===== config.mk =====
export PLATFORM = sky130hd
export DESIGN_NAME = arcade_input_hub
export DESIGN_NICKNAME = d
export VERILOG_FILES = /design/src/rtl/arcade_input_pkg.sv /design/src/rtl/coin_stretch.sv /design/src/rtl/arcade_input_hub.sv
export SDC_FILE = /design/constraint.sdc
export NUM_CORES = 1
export LEC_CHECK = 0
export BUFFER_PORTS_ARGS = -buffer_cell sky130_fd_sc_hd__buf_2
export CAP_MARGIN = 25
export CORE_MARGIN = 3
export CORE_UTILIZATION = 30
export CTS_CLUSTER_SIZE = 28
export DETAILED_ROUTE_END_ITERATION = 8
export PLACE_DENSITY = 0.59
export RECOVER_POWER = 50
export SLEW_MARGIN = 20
export SYNTH_ARGS = -nofsm -noshare
export SYNTH_HDL_FRONTEND = slang
export SYNTH_SLANG_ARGS = --single-unit

===== constraint.sdc =====
create_clock -name clk_sys -period 4.15 [get_ports clk_sys]
set_clock_uncertainty 0.05 [all_clocks]
set_input_delay 0.2075 -clock clk_sys [delete_from_list [all_inputs] [get_ports clk_sys]]
set_output_delay 0.2075 -clock clk_sys [all_outputs]
set_load 0.01 [all_outputs]

===== src/rtl/arcade_input_pkg.sv =====
// Shared constants and helpers for the arcade input hub: joystick bit map,
// PS/2 set-2 scancodes and the active-low player byte layout.
package arcade_input_pkg;

    localparam int unsigned JOY_RIGHT  = 0;
    localparam int unsigned JOY_LEFT   = 1;
    localparam int unsigned JOY_DOWN   = 2;
    localparam int unsigned JOY_UP     = 3;
    localparam int unsigned JOY_TRIG1  = 4;
    localparam int unsigned JOY_TRIG2  = 5;
    localparam int unsigned JOY_TRIG3  = 6;
    localparam int unsigned JOY_START1 = 7;
    localparam int unsigned JOY_START2 = 8;
    localparam int unsigned JOY_COIN   = 9;
    localparam int unsigned JOY_USED   = 10;

    // Low byte only; arrows, ctrl and alt match with or without the E0 prefix.
    localparam logic [7:0] SC_UP    = 8'h75;
    localparam logic [7:0] SC_DOWN  = 8'h72;
    localparam logic [7:0] SC_LEFT  = 8'h6B;
    localparam logic [7:0] SC_RIGHT = 8'h74;
    localparam logic [7:0] SC_CTRL  = 8'h14;
    localparam logic [7:0] SC_ALT   = 8'h11;
    localparam logic [7:0] SC_SPACE = 8'h29;
    localparam logic [7:0] SC_F1    = 8'h05;
    localparam logic [7:0] SC_F2    = 8'h06;
    localparam logic [7:0] SC_1     = 8'h16;
    localparam logic [7:0] SC_2     = 8'h1E;
    localparam logic [7:0] SC_5     = 8'h2E;
    localparam logic [7:0] SC_6     = 8'h36;
    localparam logic [7:0] SC_R     = 8'h2D;
    localparam logic [7:0] SC_F     = 8'h2B;
    localparam logic [7:0] SC_D     = 8'h23;
    localparam logic [7:0] SC_G     = 8'h34;
    localparam logic [7:0] SC_A     = 8'h1C;
    localparam logic [7:0] SC_S     = 8'h1B;
    localparam logic [7:0] SC_Q     = 8'h15;

    typedef struct packed {
        logic up;
        logic down;
        logic left;
        logic right;
        logic trig1;
        logic trig2;
        logic trig3;
    } player_ctl_t;

    typedef struct packed {
        player_ctl_t p1;
        player_ctl_t p2;
        logic        start1;
        logic        start2;
        logic        coin1;
        logic        coin2;
        logic        f1;
        logic        f2;
    } kbd_state_t;

    function automatic player_ctl_t joy_to_ctl(input logic [JOY_USED-1:0] j);
        player_ctl_t c;
        c.up    = j[JOY_UP];
        c.down  = j[JOY_DOWN];
        c.left  = j[JOY_LEFT];
        c.right = j[JOY_RIGHT];
        c.trig1 = j[JOY_TRIG1];
        c.trig2 = j[JOY_TRIG2];
        c.trig3 = j[JOY_TRIG3];
        return c;
    endfunction

    function automatic logic [7:0] player_byte(input player_ctl_t c);
        return ~{c.left, c.right, c.up, c.down, 1'b0, c.trig2, c.trig1, c.trig3};
    endfunction

endpackage


===== src/rtl/coin_stretch.sv =====
// Holds a coin line asserted for at least COIN_FRAMES vblank rising edges
// after each rising edge of the raw coin input.
module coin_stretch #(
    parameter int unsigned COIN_FRAMES = 3
) (
    input  logic clk_sys,
    input  logic reset,
    input  logic coin_raw,
    input  logic vblank,
    output logic coin_out
);

    logic [3:0] cnt_q, cnt_d;
    logic       coin_prev_q;
    logic       vblank_prev_q;
    logic       coin_rise;
    logic       vblank_rise;

    assign coin_rise   = coin_raw & ~coin_prev_q;
    assign vblank_rise = vblank & ~vblank_prev_q;

    // A new coin edge reloads even when a frame edge lands in the same cycle.
    always_comb begin
        cnt_d = cnt_q;
        if (coin_rise) begin
            cnt_d = 4'(COIN_FRAMES);
        end else if (vblank_rise && cnt_q != 4'd0) begin
            cnt_d = cnt_q - 4'd1;
        end
    end

    always_ff @(posedge clk_sys) begin
        if (reset) begin
            cnt_q         <= 4'd0;
            coin_prev_q   <= 1'b0;
            vblank_prev_q <= 1'b0;
        end else begin
            cnt_q         <= cnt_d;
            coin_prev_q   <= coin_raw;
            vblank_prev_q <= vblank;
        end
    end

    assign coin_out = coin_raw | (cnt_q != 4'd0);

endmodule


===== src/rtl/arcade_input_hub.sv =====
// Merges PS/2 keys and MiSTer joysticks into the core's active-low input buses
// and captures DIP / system-mode bytes from the ioctl download stream.
module arcade_input_hub
    import arcade_input_pkg::*;
#(
    parameter int unsigned NUM_PLAYERS   = 2,
    parameter int unsigned DSW_BYTES     = 8,
    parameter int unsigned DSW_INDEX     = 254,
    parameter int unsigned MODE_INDEX    = 1,
    parameter int unsigned COIN_FRAMES   = 3,
    parameter int unsigned COIN_SEPARATE = 0
) (
    input  logic                      clk_sys,
    input  logic                      reset,
    input  logic [10:0]               ps2_key,
    input  logic [16*NUM_PLAYERS-1:0] joystick,
    input  logic                      cocktail,
    input  logic                      vblank,
    input  logic                      ioctl_wr,
    input  logic [7:0]                ioctl_index,
    input  logic [24:0]               ioctl_addr,
    input  logic [7:0]                ioctl_dout,
    output logic [8*NUM_PLAYERS-1:0]  inp_player,
    output logic [7:0]                inp_sys,
    output logic [8*DSW_BYTES-1:0]    dsw,
    output logic [7:0]                sysmode
);

    // Keyboard P2 always exists internally, so at least two player slots.
    localparam int unsigned NP = (NUM_PLAYERS < 2) ? 2 : NUM_PLAYERS;

    // ---------------------------------------------------------------- PS/2
    kbd_state_t key_q, key_d;
    logic       ps2_tog_q;
    logic       ps2_event;
    logic       pressed;

    assign ps2_event = ps2_key[10] != ps2_tog_q;
    assign pressed   = ps2_key[9];

    always_comb begin
        key_d = key_q;
        if (ps2_event) begin
            case (ps2_key[7:0])
                SC_UP:    key_d.p1.up    = pressed;
                SC_DOWN:  key_d.p1.down  = pressed;
                SC_LEFT:  key_d.p1.left  = pressed;
                SC_RIGHT: key_d.p1.right = pressed;
                SC_CTRL:  key_d.p1.trig2 = pressed;
                SC_ALT:   key_d.p1.trig3 = pressed;
                default:  ;
            endcase
            if (!ps2_key[8]) begin
                case (ps2_key[7:0])
                    SC_SPACE: key_d.p1.trig1 = pressed;
                    SC_F1:    key_d.f1       = pressed;
                    SC_F2:    key_d.f2       = pressed;
                    SC_1:     key_d.start1   = pressed;
                    SC_2:     key_d.start2   = pressed;
                    SC_5:     key_d.coin1    = pressed;
                    SC_6:     key_d.coin2    = pressed;
                    SC_R:     key_d.p2.up    = pressed;
                    SC_F:     key_d.p2.down  = pressed;
                    SC_D:     key_d.p2.left  = pressed;
                    SC_G:     key_d.p2.right = pressed;
                    SC_A:     key_d.p2.trig1 = pressed;
                    SC_S:     key_d.p2.trig2 = pressed;
                    SC_Q:     key_d.p2.trig3 = pressed;
                    default:  ;
                endcase
            end
        end
    end

    // The toggle is tracked through reset so a stale event is not replayed.
    always_ff @(posedge clk_sys) begin
        ps2_tog_q <= ps2_key[10];
        if (reset) begin
            key_q <= '0;
        end else begin
            key_q <= key_d;
        end
    end

    // ----------------------------------------------------------- joysticks
    logic [16*NP-1:0]    joy_pad;
    logic [JOY_USED-1:0] joy_q [NP];
    logic                unused_joy;

    assign joy_pad = (16*NP)'(joystick);

    always_comb begin
        unused_joy = 1'b0;
        for (int p = 0; p < NP; p++) begin
            unused_joy = unused_joy ^ (^joy_pad[16*p+JOY_USED +: 16-JOY_USED]);
        end
    end

    always_ff @(posedge clk_sys) begin
        for (int p = 0; p < NP; p++) begin
            if (reset) begin
                joy_q[p] <= '0;
            end else begin
                joy_q[p] <= joy_pad[16*p +: JOY_USED];
            end
        end
    end

    // --------------------------------------------------------------- merge
    player_ctl_t ctl [NP];
    logic        start1;
    logic        start2;
    logic        coin_a_raw;
    logic        coin_b_raw;

    always_comb begin
        for (int p = 0; p < NP; p++) begin
            ctl[p] = joy_to_ctl(joy_q[p]);
        end
        ctl[0] = ctl[0] | key_q.p1;
        ctl[1] = ctl[1] | key_q.p2;
        if (!cocktail) begin
            for (int p = 1; p < NP; p++) begin
                ctl[0] = ctl[0] | ctl[p];
            end
        end

        start1     = key_q.start1 | key_q.f1;
        start2     = key_q.start2 | key_q.f2;
        coin_a_raw = key_q.coin1 | key_q.f1;
        coin_b_raw = key_q.coin2 | key_q.f2;
        for (int p = 0; p < NP; p++) begin
            start1 = start1 | joy_q[p][JOY_START1];
            start2 = start2 | joy_q[p][JOY_START2];
            if (p % 2 == 0) begin
                coin_a_raw = coin_a_raw | joy_q[p][JOY_COIN];
            end else begin
                coin_b_raw = coin_b_raw | joy_q[p][JOY_COIN];
            end
        end
    end

    // -------------------------------------------------------------- coins
    logic coin_a;
    logic coin_b;

    coin_stretch #(
        .COIN_FRAMES (COIN_FRAMES)
    ) u_coin_a (
        .clk_sys  (clk_sys),
        .reset    (reset),
        .coin_raw (coin_a_raw),
        .vblank   (vblank),
        .coin_out (coin_a)
    );

    coin_stretch #(
        .COIN_FRAMES (COIN_FRAMES)
    ) u_coin_b (
        .clk_sys  (clk_sys),
        .reset    (reset),
        .coin_raw (coin_b_raw),
        .vblank   (vblank),
        .coin_out (coin_b)
    );

    // ------------------------------------------------------------ outputs
    logic [8*NUM_PLAYERS-1:0] inp_player_q, inp_player_d;
    logic [7:0]               inp_sys_q, inp_sys_d;
    logic                     coin_lo;
    logic                     coin_hi;

    always_comb begin
        inp_player_d = '1;
        for (int p = 0; p < NUM_PLAYERS; p++) begin
            inp_player_d[8*p +: 8] = player_byte(ctl[p]);
        end
        if (COIN_SEPARATE != 0) begin
            coin_lo = coin_a;
            coin_hi = coin_b;
        end else begin
            coin_lo = coin_a | coin_b;
            coin_hi = 1'b0;
        end
        inp_sys_d = ~{2'b00, start2, start1, 2'b00, coin_hi, coin_lo};
    end

    always_ff @(posedge clk_sys) begin
        if (reset) begin
            inp_player_q <= '1;
            inp_sys_q    <= '1;
        end else begin
            inp_player_q <= inp_player_d;
            inp_sys_q    <= inp_sys_d;
        end
    end

    assign inp_player = inp_player_q;
    assign inp_sys    = inp_sys_q;

    // -------------------------------------------------------- ioctl capture
    // Deliberately outside reset: DIP settings must survive a core reset.
    logic [8*DSW_BYTES-1:0] dsw_q     = '1;
    logic [7:0]             sysmode_q = 8'h00;
    logic                   dsw_we;
    logic                   mode_we;

    assign dsw_we  = ioctl_wr && (ioctl_index == 8'(DSW_INDEX))
                     && (ioctl_addr < 25'(DSW_BYTES));
    assign mode_we = ioctl_wr && (ioctl_index == 8'(MODE_INDEX)) && (ioctl_addr == 25'd0);

    always_ff @(posedge clk_sys) begin
        for (int n = 0; n < DSW_BYTES; n++) begin
            if (dsw_we && ioctl_addr == 25'(n)) begin
                dsw_q[8*n +: 8] <= ioctl_dout;
            end
        end
        if (mode_we) begin
            sysmode_q <= ioctl_dout;
        end
    end

    assign dsw     = dsw_q;
    assign sysmode = sysmode_q;

endmodule


==> results of run 1 <==
==> power groups by stage <==
| stage | logic, uW | registers (uW) | clock network, uW |
|---|---|---|---|
| after global routing | 201 | 1500 | 1570 |
| after CTS | 186 | 1500 | 1500 |
| after floorplan | 86.3 | 1530 | 0 |
| final | 181 | 1500 | 1470 |
| after global placement | 165 | 1530 | 0 |
| after detailed placement | 170 | 1530 | 0 |
==> sequential cells by signal, indices dropped and copies added (netlist names) <==
register                cells
u_coin_b.coin_prev_q        1
inp_sys                     3
dsw                        64
u_coin_b.cnt_q              4
joy_q                      20
u_coin_a.cnt_q              4
key_q                      20
u_coin_a.vblank_prev_q      1
sysmode                     8
u_coin_a.coin_prev_q        1
inp_player                 14
ps2_tog_q                   1
==> critical path, delay by kind of cell <==
family	cells	cell delay, ns
buffers and inverters	3	1.83
AND/OR/NAND/NOR	2	0.68
AO/OA/AOI/OAI	1	0.22
==> routing by layer <==
layer  vias up  routed length, um  global-route usage
met5         -                  0                   0
met4         0                146              0.0520
met3        12                900              0.0350
met2       161               5610               0.214
met1      1664               5130               0.157
li1       1758                  -                   -
==> cell type report <==
class	count	share of cell area
inverters	6	0.00332
flip-flops and latches	141	0.522
clock inverters	15	0.0221
multi-input cells	207	0.201
clock buffers	17	0.0626
repair buffers	192	0.149
well taps	216	0.0398
==> per-stage QoR <==
| step | hold WS [ns] | setup WS (ns) | utilization |
|---|---|---|---|
| 2_1_floorplan | 0.185 | 1.67 | - |
| 3_3_place_gp | 0.309 | 1.42 | 0.377 |
| 3_5_place_dp | 0.314 | 1.28 | 0.377 |
| 4_1_cts | 0.00425 | 1.72 | 0.425 |
| 5_1_grt | 0.0000731 | 0.961 | 0.423 |
| 6_report | 0.00682 | 1.45 | 0.423 |
==> worst min-delay path by stage <==
stage,startpoint,to,slack [ns],cells after the start
after floorplan,ps2_key[10],ps2_tog_q,0.19,0
after global placement,ps2_key[10],ps2_tog_q,0.31,1
after detailed placement,ps2_key[10],ps2_tog_q,0.31,1
after CTS,joystick[4],joy_q[0][4],0.004,2
after global routing,joystick[16],joy_q[1][0],0.00007,2
final,joystick[16],joy_q[1][0],0.007,2
==> cell families after synthesis <==
logic type      count (synthesis)  synth area share
buf+inv                        26            0.0264
compound gates                 44            0.0573
xor+xnor                        4           0.00704
simple gates                  140             0.171
other cells                     1          0.000754
mux                            10            0.0201
fa+ha+maj                       2           0.00503
flops                         141             0.712
==> cell usage after synthesis (2+ instances only) <==
master | n | share of area
nand2b_1 | 3 | 0.0038
o31ai_1 | 10 | 0.015
mux2i_1 | 10 | 0.020
nand3_1 | 10 | 0.010
a21boi_0 | 2 | 0.0030
nor3_1 | 8 | 0.0080
or3_1 | 2 | 0.0025
xnor2_1 | 3 | 0.0053
o211ai_1 | 3 | 0.0045
a31o_2 | 2 | 0.0035
dfxtp_1 | 69 | 0.28
nand4b_1 | 4 | 0.0070
nand4_1 | 10 | 0.013
o41ai_1 | 2 | 0.0035
nand4bb_1 | 2 | 0.0045
o21ai_0 | 16 | 0.016
or4_1 | 2 | 0.0030
nor3b_1 | 5 | 0.0075
nor2_1 | 33 | 0.025
a31oi_1 | 2 | 0.0025
and4b_1 | 2 | 0.0040
nor4_1 | 14 | 0.018
a21oi_1 | 4 | 0.0040
nor2b_1 | 24 | 0.030
nor4_2 | 3 | 0.0075
o21a_1 | 2 | 0.0030
nor4b_2 | 2 | 0.0060
nor4bb_1 | 2 | 0.0040
nand2_1 | 7 | 0.0053
ha_1 | 2 | 0.0050
inv_1 | 6 | 0.0045
nor4b_1 | 4 | 0.0070
clkbuf_1 | 11 | 0.0083
edfxtp_1 | 72 | 0.43
buf_4 | 7 | 0.011
==> repair_timing <==
item | 4_1_cts | 5_1_grt
hold buffers | 20 | 0
setup endpoints to repair | 0 | 0
hold endpoints to repair | 20 | 0
==> flow_summary.toml, run 1 <==
[routing]
avgViaCountPerCell = 4.53
drt_iter0_markers = 127
wl_um = 11800
wl_per_cell_um = 14.9
vias = 3595
ant_nets = 0
drc_errors = 0
first_pass_iters = 4

[worst_setup_path]
cp_slowest_stage_delay_ns = 1.15
rr_startpoint = "ps2_tog_q"
ff2ff_setup_slack_ns = 2.29
cp_max_fo = 38
required_ns = 4.41
crit_type = "input pin to register"
cp_common_cell = "clkbuf_1"
start_kind = "input pin"
cp-startpoint = "reset"
endpoint_kind = "register"
arrival_ns = 2.96
reg2reg_to = "key_q[8]"
crit_end = "key_q[17]"
crit_chain = "clkbuf_1, inv_1, clkbuf_1, nand2_1, nor2_1, a31o_2"
reg2reg_depth = 4
crit_path_top_delay_cell = "clkbuf_1"

[pwr]
comb_power_share = 0.057
switching_share = 0.235
ir_drop_mv = 0.275
powerDensity_mw_per_mm2 = 465
p_total_uw = 3160
seqPwrFrac = 0.476
p_int_uw = 2420
leakage_uw = 0.00251
p_sw_uw = 740
pwr-share-clk = 0.466

[clock_network]
clock_sink_count = 141
cts_made_buffers = 17
cts_buffer_depth = 2
htree_levels = 4
post_cts.repair.setup_buffers = 0
clk_pin_slew_ns = 0.06
cts_tree = "done"
clock-root-buffer = "clkbuf_16"
ctsResizeCount = 0
clkLatencyLatePin_ns = 0.42

[sta]
period_share = 0.650
fin_crit_ns = 2.70
fmax_mhz = 371
setup_viol = 0
slew_viol_final = 39
timing.setup.tns_ns = 0
worst_slew_pin_slew_ns = 1.62
max-slew-margin-rel = -0.0794
hold_viol = 0
rsz0062_at_grt = "false"

[layout]
layout_commonest_cell = "buf_2"
drive_gt1_frac = 0.284
final_area_mm2 = 0.00679
syn_to_final_growth_pct = 36.5
nets = 656
final_cell_mix = "116 x buf_2, 72 x edfxtp_1, 69 x dfxtp_1"
fill_cells = 1508
register_area_mm2 = 0.00354
final_cells = 794
multi_input_area_mm2 = 0.00137
antenna_cells = 0

[run]
maxCapViolCount = 1

[floorplanning]
ios = 185
rows = 46
die_area_mm2 = 0.0182
initial_core_util = 0.310
die_h_um = 135
die-width_um = 135
core_mm2 = 0.0161

[outcome]
violations = "max-capacitance violations, max-slew violations"
status = "complete, but fails checks"

[place]
dpl.hpwl_um = 8520
placed_cell_area_mm2 = 0.00605
io_buffers = 165
gp_congestion = 0.781
dp_cells = 740

[global_routing]
grt_max_degree = 39
grt_pass1_vias = 3499
antenna_found_initial = 0
grt_pass1_wl_um = 17900
grtUsageTotal = 0.128
overflow = 0

[synth]
synth_cell_types = 43
synth_seq_area_share = 0.712
synth_edf_count = 72
synthArstFlopShare = 0
synthFlopType = "edfxtp_1"
syn_inst = 368
yosysWarnings = 0
netlist_area_mm2 = 0.00497
synth.avg_cell_area_um2 = 13.5
yosys_register_bits = 141

[hold_path]
hold_path.class = "input pin to register"
Power figures use the tool's default switching activity.
==> inputs of run 2 (changes only) <==
==> constraint.sdc (replaced) <==
create_clock -name clk_sys -period 2.82 [get_ports clk_sys]
set_clock_uncertainty 0.05 [all_clocks]
set_input_delay 0.141 -clock clk_sys [delete_from_list [all_inputs] [get_ports clk_sys]]
set_output_delay 0.141 -clock clk_sys [all_outputs]
set_load 0.01 [all_outputs]
==> run 2 against run 1 <==
  * The flow now finishes without violations
  * Combinational power up 54%
  * Routed wire length increased by 1.7%
  * Final cell count up 1.8%
  * Non-clock buffer count grew 14
  * Global-route usage increased by 0.22 points
==> flow_summary.toml, run 2 (synthesis results as in run 1) <==
[sta]
rsz0062_at_grt = "false"
period_share = 0.703
holdWs_ns = 0.0401
slew_viol_final = 0
worst_slew_pin_slew_ns = 0.846
fmax_mhz = 505
fin_crit_ns = 1.98
hold_viol = 0
max-slew-margin-rel = 0.434
timing.setup.tns_ns = 0
setup_viol = 0

[pwr]
ir_drop_mv = 0.404
leakage_uw = 0.00256
powerDensity_mw_per_mm2 = 674

[routing]
drc_errors = 0
ant_nets = 0
vias = 3674
wl_um = 12000
wl_per_cell_um = 14.8
drt_iter0_markers = 170
avgViaCountPerCell = 4.55
first_pass_iters = 4

[layout]
largest_reg_flops = 64
drive_gt1_frac = 0.285
fill_cells = 1490
register_area_mm2 = 0.00354
nets = 670
syn_to_final_growth_pct = 38.9
final_cell_mix = "114 x buf_2, 72 x edfxtp_1, 69 x dfxtp_1"
antenna_cells = 0
layout_commonest_cell = "buf_2"
multi_input_area_mm2 = 0.00135

[floorplanning]
rows = 46
initial_core_util = 0.310
core_mm2 = 0.0161
die_area_mm2 = 0.0182
die-width_um = 135
die_h_um = 135
ios = 185

[hold_path]
hold_path.class = "input pin to register"

[clock_network]
cts_tree = "done"
cts_buffer_depth = 2
clock_sink_count = 141
htree_levels = 4
clock-root-buffer = "clkbuf_16"
cts_made_buffers = 17
clkLatencyLatePin_ns = 0.42
ctsResizeCount = 0
clk_pin_slew_ns = 0.07

[worst_setup_path]
crit_path_top_delay_cell = "or4_1"
crit_buf_inv = 2
cp_max_fo = 9
cp_slowest_stage_delay_ns = 0.63
cp_common_cell = "nor4_1"
crit_chain = "buf_2, nor4_1, nand4_1, or4_1, nor4_1, buf_4"
endpoint_kind = "register"
crit_type = "input pin to register"
start_kind = "input pin"
arrival_ns = 2.06
critPathTopFamily = "simple AND/OR/NAND/NOR gates"
required_ns = 2.89

[outcome]
status = "finished clean"

[global_routing]
grtUsageTotal = 0.130
grt_pass1_vias = 3523
overflow = 0
antenna_found_initial = 0
grt_max_degree = 38
grt_pass1_wl_um = 18300

[place]
io_buffers = 165
gp_congestion = 0.774
dpl.hpwl_um = 8540

[run]
maxCapViolCount = 0
-- run 2: cell types whose count changed in the layout (fill, tap and decap cells not counted), moves of 2 or more --
| cell | previous run | this run |
|---|---|---|
| clkbuf_4 | 2 | 0 |
| nor4_4 | 2 | 0 |
| clkinvlp_4 | 1 | 4 |
| buf_4 | 4 | 11 |
| clkinv_4 | 1 | 3 |
| buf_2 | 116 | 114 |
| dlygate4sd3_1 | 20 | 30 |
| inv_6 | 7 | 5 |
| nor4_2 | 5 | 7 |
-- run 2: cell type report --
| class | count | share of cell area |
|---|---|---|
| tap | 216 | 0.0391 |
| clock inverter | 15 | 0.0221 |
| timing repair buffer | 206 | 0.166 |
| clock buffer | 17 | 0.0616 |
| sequential | 141 | 0.513 |
| multi-input combinational | 207 | 0.195 |
| inverter | 6 | 0.00326 |
-- run 2: path summary, 6_finish.rpt --
check        cells past startpoint      startpoint  slack [ns]          to
min reg2reg                      1     joy_q[1][7]        0.36  inp_sys[4]
max                              6  ioctl_addr[16]        0.84     dsw[10]
min                              3      ps2_key[9]        0.04    key_q[1]
max reg2reg                      4       ps2_tog_q        1.02   key_q[15]
-- run 2: power breakdown --
| group | total, uW | switching [uW] | internal [uW] |
|---|---|---|---|
| Combinational | 278 | 153 | 125 |
| Sequential | 2210 | 17.5 | 2190 |
| Clock | 2160 | 924 | 1240 |
-- run 2: tightest hold or removal path: stages --
cell     delay (ns)
buf_2          0.17
mux2i_1        0.09
nor2_1         0.07
-- run 2: what timing repair did --
action                                 4_1_cts  5_1_grt
hold buffers                                30        0
setup buffers                                0        0
endpoints found under the hold margin       94        0
-- run 2: through the flow --
stage	util	instances	area [um2]	setup slack, ns	total power [uW]
CTS	0.434	808	6970	0.837	4720
floorplan	-	374	5000	0.408	2390
detailed placement	0.379	746	6090	0.405	2510
global route	0.430	808	6910	0.713	4830
finish	0.430	808	6910	0.838	4650
global placement	0.379	746	6090	0.456	2500
-- run 2: layer usage --
layer	wire, um	vias up	GRT usage	share of wire
li1	-	1791	-	-
met1	5170	1689	0.159	0.43
met2	5560	174	0.212	0.46
met3	1040	20	0.0421	0.087
met4	216	0	0.0577	0.018
met5	0	-	0	0
